**config.mk**
```make
export PLATFORM = sky130hd
export DESIGN_NAME = ahb_mtx_out_stg_n
export DESIGN_NICKNAME = d
export VERILOG_FILES = /design/src/rtl/ahb_mtx_pkg.sv /design/src/rtl/ahb_mtx_arb_n.sv /design/src/rtl/ahb_mtx_out_stg_n.sv
export SDC_FILE = /design/constraint.sdc
export NUM_CORES = 1
export LEC_CHECK = 0
export CAP_MARGIN = 20
export CORE_AREA = 4 4 174 176
export CTS_CLUSTER_DIAMETER = 30
export CTS_CLUSTER_SIZE = 8
export DETAILED_ROUTE_END_ITERATION = 8
export DIE_AREA = 0 0 178 180
export GPL_ROUTABILITY_DRIVEN = 0
export GPL_TIMING_DRIVEN = 0
export MAX_ROUTING_LAYER = met4
export SLEW_MARGIN = 20
export SYNTH_ARGS = -nofsm -noshare
export SYNTH_HDL_FRONTEND = slang
export SYNTH_SLANG_ARGS = --single-unit
```
**constraint.sdc**
```tcl
create_clock -name HCLK -period 2.05 [get_ports HCLK]
set_clock_uncertainty 0.2 [all_clocks]
set_input_delay 0.3075 -clock HCLK [delete_from_list [all_inputs] [get_ports HCLK]]
set_output_delay 0.3075 -clock HCLK [all_outputs]
set_load 0.005 [all_outputs]
```
**src/rtl/ahb_mtx_pkg.sv**
```systemverilog
// Shared AHB encodings and helpers for the bus-matrix output stage.
package ahb_mtx_pkg;

  typedef enum logic [1:0] {
    HT_IDLE   = 2'b00,
    HT_BUSY   = 2'b01,
    HT_NONSEQ = 2'b10,
    HT_SEQ    = 2'b11
  } htrans_e;

  typedef enum logic [2:0] {
    HB_SINGLE = 3'd0,
    HB_INCR   = 3'd1,
    HB_WRAP4  = 3'd2,
    HB_INCR4  = 3'd3,
    HB_WRAP8  = 3'd4,
    HB_INCR8  = 3'd5,
    HB_WRAP16 = 3'd6,
    HB_INCR16 = 3'd7
  } hburst_e;

  localparam int unsigned ARB_FIXED = 0;
  localparam int unsigned ARB_RR    = 1;

  // Number of beats the grant is held for; undefined-length bursts count as 1.
  function automatic logic [4:0] burst_len(input logic [2:0] hburst);
    case (hburst)
      HB_WRAP4,  HB_INCR4:  burst_len = 5'd4;
      HB_WRAP8,  HB_INCR8:  burst_len = 5'd8;
      HB_WRAP16, HB_INCR16: burst_len = 5'd16;
      default:              burst_len = 5'd1;
    endcase
  endfunction

endpackage

```
**src/rtl/ahb_mtx_arb_n.sv**
```systemverilog
// Address-phase arbiter: picks the owning port, holding it across
// fixed-length bursts and locked sequences.
module ahb_mtx_arb_n
  import ahb_mtx_pkg::*;
#(
  parameter int unsigned NUM_PORTS = 2,
  parameter int unsigned ARB_MODE  = ARB_FIXED,
  parameter int unsigned PW        = 1
) (
  input  logic                 i_clk,
  input  logic                 i_rst_n,
  input  logic [NUM_PORTS-1:0] i_req,
  input  logic                 i_hready,
  input  logic                 i_hsel,
  input  logic [1:0]           i_htrans,
  input  logic [2:0]           i_hburst,
  input  logic                 i_hmastlock,
  input  logic                 i_hsel_lock,
  output logic [PW-1:0]        o_addr_port,
  output logic                 o_no_port
);

  logic [PW-1:0] r_addr_port;
  logic          r_no_port;
  logic [PW-1:0] r_rr_last;
  logic [3:0]    r_beat_cnt;

  logic [3:0]    w_beat_cnt_next;
  logic          w_hold;
  logic [PW-1:0] w_winner;
  logic          w_found;
  int unsigned   v_idx;

  // Remaining-beat count as it will be after the current accepted transfer
  always_comb begin
    w_beat_cnt_next = r_beat_cnt;
    if (i_hsel && (i_htrans == HT_NONSEQ)) begin
      w_beat_cnt_next = 4'(burst_len(i_hburst) - 5'd1);
    end else if (i_hsel && (i_htrans == HT_SEQ) && (r_beat_cnt != '0)) begin
      w_beat_cnt_next = r_beat_cnt - 4'd1;
    end
  end

  assign w_hold = (i_hmastlock & (i_hsel_lock | i_hsel)) | (w_beat_cnt_next != '0);

  // Winner selection: lowest index, or first requester after the last grant
  always_comb begin
    w_winner = '0;
    w_found  = 1'b0;
    v_idx    = 0;
    if (ARB_MODE == ARB_RR) begin
      for (int unsigned k = 1; k <= NUM_PORTS; k++) begin
        v_idx = (32'(r_rr_last) + k) % NUM_PORTS;
        if (!w_found && i_req[v_idx]) begin
          w_winner = PW'(v_idx);
          w_found  = 1'b1;
        end
      end
    end else begin
      for (int unsigned i = NUM_PORTS; i > 0; i--) begin
        if (i_req[i-1]) w_winner = PW'(i - 1);
      end
    end
  end

  // Grant and burst state advance only on accepted (HREADY high) edges
  always_ff @(posedge i_clk or negedge i_rst_n) begin
    if (!i_rst_n) begin
      r_addr_port <= '0;
      r_no_port   <= 1'b1;
      r_rr_last   <= PW'(NUM_PORTS - 1);
      r_beat_cnt  <= '0;
    end else if (i_hready) begin
      r_beat_cnt <= w_beat_cnt_next;
      if (!w_hold) begin
        if (|i_req) begin
          r_addr_port <= w_winner;
          r_no_port   <= 1'b0;
          if (ARB_MODE == ARB_RR) r_rr_last <= w_winner;
        end else begin
          r_no_port <= 1'b1;
        end
      end
    end
  end

  assign o_addr_port = r_addr_port;
  assign o_no_port   = r_no_port;

endmodule

```
**src/rtl/ahb_mtx_out_stg_n.sv**
```systemverilog
// Bus-matrix output stage: routes one of NUM_PORTS input stages onto a
// shared AHB slave port, with address and data-phase multiplexing.
module ahb_mtx_out_stg_n
  import ahb_mtx_pkg::*;
#(
  parameter int unsigned NUM_PORTS = 2,
  parameter int unsigned ARB_MODE  = ARB_FIXED,
  parameter int unsigned AW        = 32,
  parameter int unsigned DW        = 32,
  parameter int unsigned UW        = 32
) (
  input  logic                    HCLK,
  input  logic                    HRESETn,
  input  logic [NUM_PORTS-1:0]    sel_op,
  input  logic [NUM_PORTS-1:0]    held_tran_op,
  input  logic [NUM_PORTS*AW-1:0] addr_op,
  input  logic [NUM_PORTS*UW-1:0] auser_op,
  input  logic [NUM_PORTS*2-1:0]  trans_op,
  input  logic [NUM_PORTS-1:0]    write_op,
  input  logic [NUM_PORTS*3-1:0]  size_op,
  input  logic [NUM_PORTS*3-1:0]  burst_op,
  input  logic [NUM_PORTS*4-1:0]  prot_op,
  input  logic [NUM_PORTS*4-1:0]  master_op,
  input  logic [NUM_PORTS-1:0]    mastlock_op,
  input  logic [NUM_PORTS*DW-1:0] wdata_op,
  input  logic [NUM_PORTS*UW-1:0] wuser_op,
  input  logic                    HREADYOUTM,
  output logic [NUM_PORTS-1:0]    active_op,
  output logic                    HSELM,
  output logic [AW-1:0]           HADDRM,
  output logic [UW-1:0]           HAUSERM,
  output logic [1:0]              HTRANSM,
  output logic                    HWRITEM,
  output logic [2:0]              HSIZEM,
  output logic [2:0]              HBURSTM,
  output logic [3:0]              HPROTM,
  output logic [3:0]              HMASTERM,
  output logic                    HMASTLOCKM,
  output logic [DW-1:0]           HWDATAM,
  output logic [UW-1:0]           HWUSERM,
  output logic                    HREADYMUXM
);

  localparam int unsigned PW = (NUM_PORTS > 1) ? $clog2(NUM_PORTS) : 1;

  logic [PW-1:0] w_addr_port;
  logic          w_no_port;
  logic          r_hsel_lock;
  logic [PW-1:0] r_data_port;
  logic          r_slave_sel;

  logic          w_sel, w_write, w_lock;
  logic [AW-1:0] w_addr;
  logic [UW-1:0] w_auser, w_wuser;
  logic [1:0]    w_trans;
  logic [2:0]    w_size, w_burst;
  logic [3:0]    w_prot, w_master;
  logic [DW-1:0] w_wdata;

  ahb_mtx_arb_n #(
    .NUM_PORTS (NUM_PORTS),
    .ARB_MODE  (ARB_MODE),
    .PW        (PW)
  ) u_arb (
    .i_clk       (HCLK),
    .i_rst_n     (HRESETn),
    .i_req       (sel_op & held_tran_op),
    .i_hready    (HREADYMUXM),
    .i_hsel      (HSELM),
    .i_htrans    (HTRANSM),
    .i_hburst    (HBURSTM),
    .i_hmastlock (HMASTLOCKM),
    .i_hsel_lock (r_hsel_lock),
    .o_addr_port (w_addr_port),
    .o_no_port   (w_no_port)
  );

  // Address/control mux by owning port; unreachable indices go to X
  always_comb begin
    w_sel = 1'bx; w_addr = 'x; w_auser = 'x; w_trans = 'x; w_write = 1'bx;
    w_size = 'x; w_burst = 'x; w_prot = 'x; w_master = 'x; w_lock = 1'bx;
    for (int unsigned i = 0; i < NUM_PORTS; i++) begin
      if (w_addr_port == PW'(i)) begin
        w_sel    = sel_op[i];
        w_addr   = addr_op[i*AW +: AW];
        w_auser  = auser_op[i*UW +: UW];
        w_trans  = trans_op[i*2 +: 2];
        w_write  = write_op[i];
        w_size   = size_op[i*3 +: 3];
        w_burst  = burst_op[i*3 +: 3];
        w_prot   = prot_op[i*4 +: 4];
        w_master = master_op[i*4 +: 4];
        w_lock   = mastlock_op[i];
      end
    end
  end

  // Data-phase mux by the port that owned the previous address phase
  always_comb begin
    w_wdata = 'x;
    w_wuser = 'x;
    for (int unsigned i = 0; i < NUM_PORTS; i++) begin
      if (r_data_port == PW'(i)) begin
        w_wdata = wdata_op[i*DW +: DW];
        w_wuser = wuser_op[i*UW +: UW];
      end
    end
  end

  // One-hot ownership flag
  always_comb begin
    active_op = '0;
    for (int unsigned i = 0; i < NUM_PORTS; i++) begin
      active_op[i] = ~w_no_port & (w_addr_port == PW'(i));
    end
  end

  assign HSELM      = w_no_port ? 1'b0 : w_sel;
  assign HADDRM     = w_no_port ? '0   : w_addr;
  assign HAUSERM    = w_no_port ? '0   : w_auser;
  assign HTRANSM    = w_no_port ? '0   : w_trans;
  assign HWRITEM    = w_no_port ? 1'b0 : w_write;
  assign HSIZEM     = w_no_port ? '0   : w_size;
  assign HBURSTM    = w_no_port ? '0   : w_burst;
  assign HPROTM     = w_no_port ? '0   : w_prot;
  assign HMASTERM   = w_no_port ? '0   : w_master;
  assign HMASTLOCKM = w_no_port ? 1'b0 : w_lock;
  assign HWDATAM    = w_wdata;
  assign HWUSERM    = w_wuser;
  assign HREADYMUXM = r_slave_sel ? HREADYOUTM : 1'b1;

  // Lock tracking survives HSEL dropping; data-phase owner follows address phase
  always_ff @(posedge HCLK or negedge HRESETn) begin
    if (!HRESETn) begin
      r_hsel_lock <= 1'b0;
      r_data_port <= '0;
      r_slave_sel <= 1'b0;
    end else if (HREADYMUXM) begin
      r_data_port <= w_addr_port;
      r_slave_sel <= HSELM;
      if (!HMASTLOCKM) begin
        r_hsel_lock <= 1'b0;
      end else if (HSELM && HTRANSM[1]) begin
        r_hsel_lock <= 1'b1;
      end
    end
  end

endmodule

```
# Word level (Yosys, flattened, before mapping)
# Index checks and enable logic that the tools add are counted.
# W data, S select, Z words.
# totals
register_bits	9
inputBits	299
output_inout_bits	150
wordCells	71
# op_classes
n_addsub	2
eq_ne	9
mux	32
bitwise_logic	9
reduce_logical	13
# op_table
operator	n
$mux W32	6
$mux W4	7
$eq A3 B3 Y1 const B	4
$mux W1	12
$mux W3	4
$pmux W4 S3	1
$reduce_bool A4 Y1	2
$reduce_or A2 Y1	4
$sub A4 B1 Y4 const B	2
$eq A3 B2 Y1 const B	2
$eq A2 B2 Y1 const B	2
$logic_and A1 B1 Y1	4
$mux W2	2
$reduce_and A2 Y1	2
$and A1 B1 Y1	3
$not A1 Y1	3
$reduce_and A3 Y1	1
$and A2 B2 Y2	1
$ne A2 B2 Y1 const B	1
$or A1 B1 Y1	2

# Longest topological paths before layout
# depth
ltp_word	12
depth_mapped	8
depth_no_buf	8

# Cells and area by module
# Synthesis repeated with hierarchy kept, for this count alone.
# unflattened
hier_cells	324
area_unflattened_um2	2815.2
# modules_own_cells
mod	instances	cells_each	area_each_um2	seq_area_each_um2
ahb_mtx_out_stg_n	1	272	2293.4	75.1
ahb_mtx_arb_n	1	52	521.8	151.4

# Worst setup path before layout
# Ideal clock, no wire load.
# synth_timing
path_type	register -> register
from	register u_arb.r_addr_port (netlist: u_arb.o_addr_port)
to	register u_arb.r_no_port (netlist: u_arb.o_no_port)
setup_ns	0.085
t_arrival_ns	1.982
required_ns	1.765
slack_ns	-0.217
stages_incl_launch_ff	8
path_buffers	1
synth_period_minus_slack_ns	2.267
cell_sequence	dfrtp_1 > buf_6 > mux2_4 > a221o_1 > a222oi_1 > o2111ai_1 > nor2_1 > mux2_1
# synth_between
elab_chain_len	12
elab_cells_between_ends	33
classes_between	add/sub: 1; eq/ne: 8; mux: 12; bitwise: 4; reduce/logical: 8
# synth_lines
item	line	source
start: declaration	ahb_mtx_arb_n.sv:23	logic [PW-1:0] r_addr_port;
start signal: assignment	ahb_mtx_arb_n.sv:77	r_addr_port <= w_winner;
$mux W3	ahb_mtx_out_stg_n.sv:83	if (w_addr_port == PW'(i)) begin
$mux W3	ahb_mtx_out_stg_n.sv:124	assign HBURSTM = w_no_port ? '0 : w_burst;
$eq A3 B3 Y1 or $eq A3 B2 Y1 (tied branches)	ahb_mtx_pkg.sv:27	case (hburst)
$reduce_or A2 Y1	ahb_mtx_pkg.sv:27	
$pmux W4 S3	ahb_mtx_pkg.sv:27	
$mux W4	ahb_mtx_arb_n.sv:37	if (i_hsel && (i_htrans == HT_NONSEQ)) begin
$sub A4 B1 Y4	ahb_mtx_arb_n.sv:38	w_beat_cnt_next = 4'(burst_len(i_hburst) - 5'd1);
$mux W4	ahb_mtx_arb_n.sv:37	
$reduce_bool A4 Y1	ahb_mtx_arb_n.sv:44	assign w_hold = (i_hmastlock & (i_hsel_lock | i_hsel)) | (w_beat_cnt_next != '0);
$or A1 B1 Y1 (*)	ahb_mtx_arb_n.sv:44	
$not A1 Y1 (no source line) (*)	n/a	
$reduce_and A2 Y1 (no source line) (*)	n/a	
end signal: assignment	ahb_mtx_arb_n.sv:70	r_no_port <= 1'b1;
end signal: assignment	ahb_mtx_arb_n.sv:78	r_no_port <= 1'b0;
end signal: assignment	ahb_mtx_arb_n.sv:81	r_no_port <= 1'b1;
end: declaration	ahb_mtx_arb_n.sv:24	logic r_no_port;
# Every way passes the cells marked *; elsewhere a longest branch is shown, timed or not. The select of a mux whose other input is x is not followed.
# A chain may end at the register's enable or synchronous reset.

# Worst setup path after layout
# layout_timing
from	register u_arb.r_beat_cnt[0]
to	register u_arb.r_no_port (netlist: u_arb.o_no_port)
# layout_between
elab_chain_len	8
elab_cells_between_ends	9
classes_between	add/sub: 1; mux: 2; bitwise: 2; reduce/logical: 4
# layout_lines
item	line	source
start: declaration	ahb_mtx_arb_n.sv:26	logic [3:0] r_beat_cnt;
start signal: assignment	ahb_mtx_arb_n.sv:74	r_beat_cnt <= w_beat_cnt_next;
branches (longest 2 deep; another with $sub A4 B1 Y4)	n/a	
$mux W4 (*)	ahb_mtx_arb_n.sv:39	end else if (i_hsel && (i_htrans == HT_SEQ) && (r_beat_cnt != '0)) begin
$mux W4 (*)	ahb_mtx_arb_n.sv:37	
$reduce_bool A4 Y1 (*)	ahb_mtx_arb_n.sv:44	
$or A1 B1 Y1 (*)	ahb_mtx_arb_n.sv:44	
$not A1 Y1 (no source line) (*)	n/a	
$reduce_and A2 Y1 (no source line) (*)	n/a	
# Every way passes the cells marked *.

==> results.py <==
metrics = {
    "worst_setup_path": {
        "reg2reg_setup_slack_ns": -0.36,
        "kind_of_capture_point_of_the_worst_setup_path": "flip-flop",
        "timing.critical_path.slowest_stage_cell": "sky130_fd_sc_hd__or3_4",
        "crit_path_cells": "or3_4 > a221o_1 > a222oi_1 > buf_4 > o2111ai_4 > nor2_2 > mux2_4",
        "path_class": "flip-flop to flip-flop",
        "path_delay_family": "compound AO/OA/AOI/OAI gates",
        "startpoint_type": "flip-flop",
        "crit-reg2reg-capture": "u_arb.o_no_port$_DFFE_PN1P_",
        "cp_data_required_time_ns": 2.01,
        "ff2ff_path_depth": 7,
        "arrival_ns": 2.37,
        "r2r-start": "u_arb.r_beat_cnt[0]$_DFFE_PN0P_",
        "highest_net_fanout_along_the_worst_path": 3,
        "slowest_stage_delay_cp_ns": 0.41,
        "critPathBufInv": 1,
    },
    "clock_network": {
        "clock_tree.htree_level_count": 1,
        "clkSinkCount": 9,
        "ctsHoldBuffers": 0,
        "bufs_on_longest_clock_path": 2,
        "clock_insertion_delay_worst_skew_ns": 0.23,
        "clk_pin_slew_worst_setup_hold_paths_ns": 0.04,
        "cts_tree": "done",
        "clockRootBuffer": "sky130_fd_sc_hd__clkbuf_16",
        "cts_made_buffers": 3,
    },
    "run_status": {
        "run_status": "finished with violations",
        "violations_in_the_final_reports": "setup timing",
    },
    "detailed_routing": {
        "drt-wirelength-per-cell_um": 18.55,
        "dr.pass1.iters": 4,
        "drtAntennaViolNets": 0,
        "drt_first_iter_violations": 114,
        "remaining_drc_errors": 0,
        "num_vias": 4661,
        "routed_via_density": 3.802,
        "drt-total-wl_mm": 22.75,
    },
    "cells_and_area": {
        "multi_input_comb_area_um2": 2658,
        "drive_gt1_share_pct": 39.76,
        "most_common_cell_after_layout_fill_and_taps_aside": "sky130_fd_sc_hd__clkdlybuf4s50_1",
        "layout.area.seq_um2": 226.5,
        "syn2layout_area_growth_pct": 228.2,
        "fillerInstances": 2998,
        "finalCoreUtilization_pct": 30.17,
        "commonest_non_fill_non_tap_cells_in_the_layout": "sky130_fd_sc_hd__clkdlybuf4s50_1 (295), sky130_fd_sc_hd__buf_2 (95), sky130_fd_sc_hd__nor2_1 (79), sky130_fd_sc_hd__mux2i_1 (62), sky130_fd_sc_hd__buf_6 (53)",
        "finalNetCount": 1141,
        "finish.instance_area_um2": 8636,
    },
    "grt": {
        "grt_overflow": 0,
        "first_global_vias": 5045,
        "grtUsageTotal_pct": 13.13,
        "antenna_found_initial": 1,
        "first_pass_grt_wire_length_mm": 31.00,
        "grt_max_degree": 11,
    },
    "power": {
        "ir_drop_uv": 517.4,
        "power_per_cell_area_nw_per_um2": 1025,
        "static-leakage-power_nw": 3.768,
    },
    "yosys": {
        "synthDominantAreaCellType": "sky130_fd_sc_hd__mux2i_1",
        "seq_area_frac_synth_pct": 8.607,
        "synth.top_cells.by_area": "sky130_fd_sc_hd__mux2i_1 (32%), sky130_fd_sc_hd__mux2_2 (16%), sky130_fd_sc_hd__nor2_1 (13%)",
        "netlist-cell-type-count": 40,
        "synth_top_cell_area_share_pct": 31.57,
        "ys_ff_latch": 9,
        "ys.flop_type": "sky130_fd_sc_hd__dfrtp_1",
        "synthesis.nets": 633,
        "synthesized_area_per_cell_um2": 7.902,
        "synth_enable_flop_cells": 0,
        "post_synth_inst_count": 333,
        "post_synth_instance_area_um2": 2631,
        "synthArstFlopShare_pct": 100.0,
        "yosys_warns": 0,
    },
    "floorplan": {
        "initial_utilization_pct": 9.192,
        "die_w_um": 178,
        "die_ar_um2": 32040,
        "chipHeight_um": 180,
        "number_of_rows_in_the_core_area": 62,
        "top_level_ports": 449,
        "core_area_um2": 28630,
    },
    "timing": {
        "grt_setup_unrepaired": "yes",
        "slew_headroom_pct": 69.25,
        "timing.final.setup_violations": 91,
        "timing.final.ws_setup_ns": -0.3590,
        "final.period_utilization_pct": 117.5,
        "timing.hold.ws_ns": 0.1971,
        "period_needed_ns": 2.409,
        "max_clock_freq_ghz": 0.4151,
        "timing_max_transition_violations_final": 0,
        "tightestPinTransition_ns": 0.4598,
        "finalHoldViolCount": 0,
    },
    "run": {
        "max_cap_violations": 0,
    },
    "worst_hold_path": {
        "hold_path_class": "input port to asynchronous set/reset pin",
    },
    "placement": {
        "preCtsSetupSlack_ns": -1.232,
        "dpl.hpwl_mm": 18.66,
        "portBuffers": 448,
        "placed_area_um2": 7597,
    },
}
kinds of logic (layout without fill, tap and decap cells):
kind of cell | Yosys count | count (layout) | share of synthesized area [%]
muxes | 149 | 149 | 59.96
buffers and inverters | 33 | 540 | 5.944
and+or+nand+nor | 115 | 115 | 18.50
adders and majority gates | 1 | 1 | 0.4754
DFF | 9 | 9 | 8.607
other | 0 | 2 | 0
AOI/OAI and AO/OA | 26 | 26 | 6.515
sequential cells by signal, summed over array words and instances, names as in the netlist:
| register | cells |
|---|---|
| u_arb.o_no_port | 1 |
| r_hsel_lock | 1 |
| r_data_port | 1 |
| u_arb.o_addr_port | 1 |
| u_arb.r_beat_cnt | 4 |
| r_slave_sel | 1 |
cell type report:
class / count / share of cell area [%]
Antenna cell: 2 / 0.05795
Buffer: 20 / 3.955
Clock buffer: 4 / 0.9128
Inverter: 5 / 0.2173
Multi-Input combinational cell: 291 / 30.77
Sequential cell: 9 / 2.622
Tap cell: 384 / 5.564
Timing Repair Buffer: 511 / 55.90
power by group:
part | leakage, nW | switching [mW] | internal, mW
sequential | 0.109 | 0.0781 | 0.269
combinational | 3.62 | 3.28 | 4.88
clock | 0.0382 | 0.0843 | 0.260
total | 3.77 | 3.44 | 5.41
stage by stage:
| step | total power, mW | setup TNS (ns) | cells |
|---|---|---|---|
| 2_1_floorplan | 2.998 | -0.2366 | 333 |
| 3_3_place_gp | 6.468 | -112.41 | 1165 |
| 3_5_place_dp | 6.457 | -112.25 | 1165 |
| 4_1_cts | 8.868 | -16.02 | 1224 |
| 5_1_grt | 9.468 | -18.26 | 1225 |
| 6_report | 8.852 | -10.85 | 1226 |
layer usage:
layer	part of all wire [%]	track usage, %	wire length, um
met4	0.70	1.021	159
met3	9.6	3.466	2187
met2	54	25.83	12190
met1	36	13.35	8204
met5	0	-	0
cells in the mapped netlist (2+ instances only):
cell type                  count
sky130_fd_sc_hd__buf_2         6
sky130_fd_sc_hd__o22ai_1       3
sky130_fd_sc_hd__dfrtp_1       8
sky130_fd_sc_hd__a21oi_1       9
sky130_fd_sc_hd__nor2_1       91
sky130_fd_sc_hd__o21ai_1       2
sky130_fd_sc_hd__or3b_1        2
sky130_fd_sc_hd__mux2_2       37
sky130_fd_sc_hd__inv_1         5
sky130_fd_sc_hd__nor3_1        2
sky130_fd_sc_hd__or3_1         2
sky130_fd_sc_hd__nand2_1       8
sky130_fd_sc_hd__buf_1         4
sky130_fd_sc_hd__nand3b_1      3
sky130_fd_sc_hd__mux2i_1      83
sky130_fd_sc_hd__buf_6         2
sky130_fd_sc_hd__clkbuf_1     15
sky130_fd_sc_hd__mux2_1       28
sky130_fd_sc_hd__a211oi_1      2
repair_timing:
action / 4_1_cts / 5_1_grt
buffers inserted: 45 / 20
pin swaps: 31 / 42
endpoints found under the hold margin: 0 / 0
setup endpoints to repair: 153 / 140
gates resized for setup: 743 / 106
cloned: 11 / 0
worst max path at each step:
| stage | from | to | slack, ns | cells after the start |
|---|---|---|---|---|
| 2_1_floorplan | u_arb.o_addr_port$_DFFE_PN0P_ | u_arb.o_no_port$_DFFE_PN1P_ | -0.21 | 7 |
| 3_3_place_gp | u_arb.o_addr_port$_DFFE_PN0P_ | HTRANSM[1] | -1.19 | 7 |
| 3_5_place_dp | u_arb.o_addr_port$_DFFE_PN0P_ | HTRANSM[1] | -1.23 | 7 |
| 4_1_cts | u_arb.r_beat_cnt[1]$_DFFE_PN0P_ | u_arb.o_no_port$_DFFE_PN1P_ | -0.41 | 6 |
| 5_1_grt | sel_op[0] | u_arb.o_no_port$_DFFE_PN1P_ | -0.41 | 8 |
| 6_report | u_arb.r_beat_cnt[0]$_DFFE_PN0P_ | u_arb.o_no_port$_DFFE_PN1P_ | -0.36 | 7 |
(Power assumes the default switching activity.)
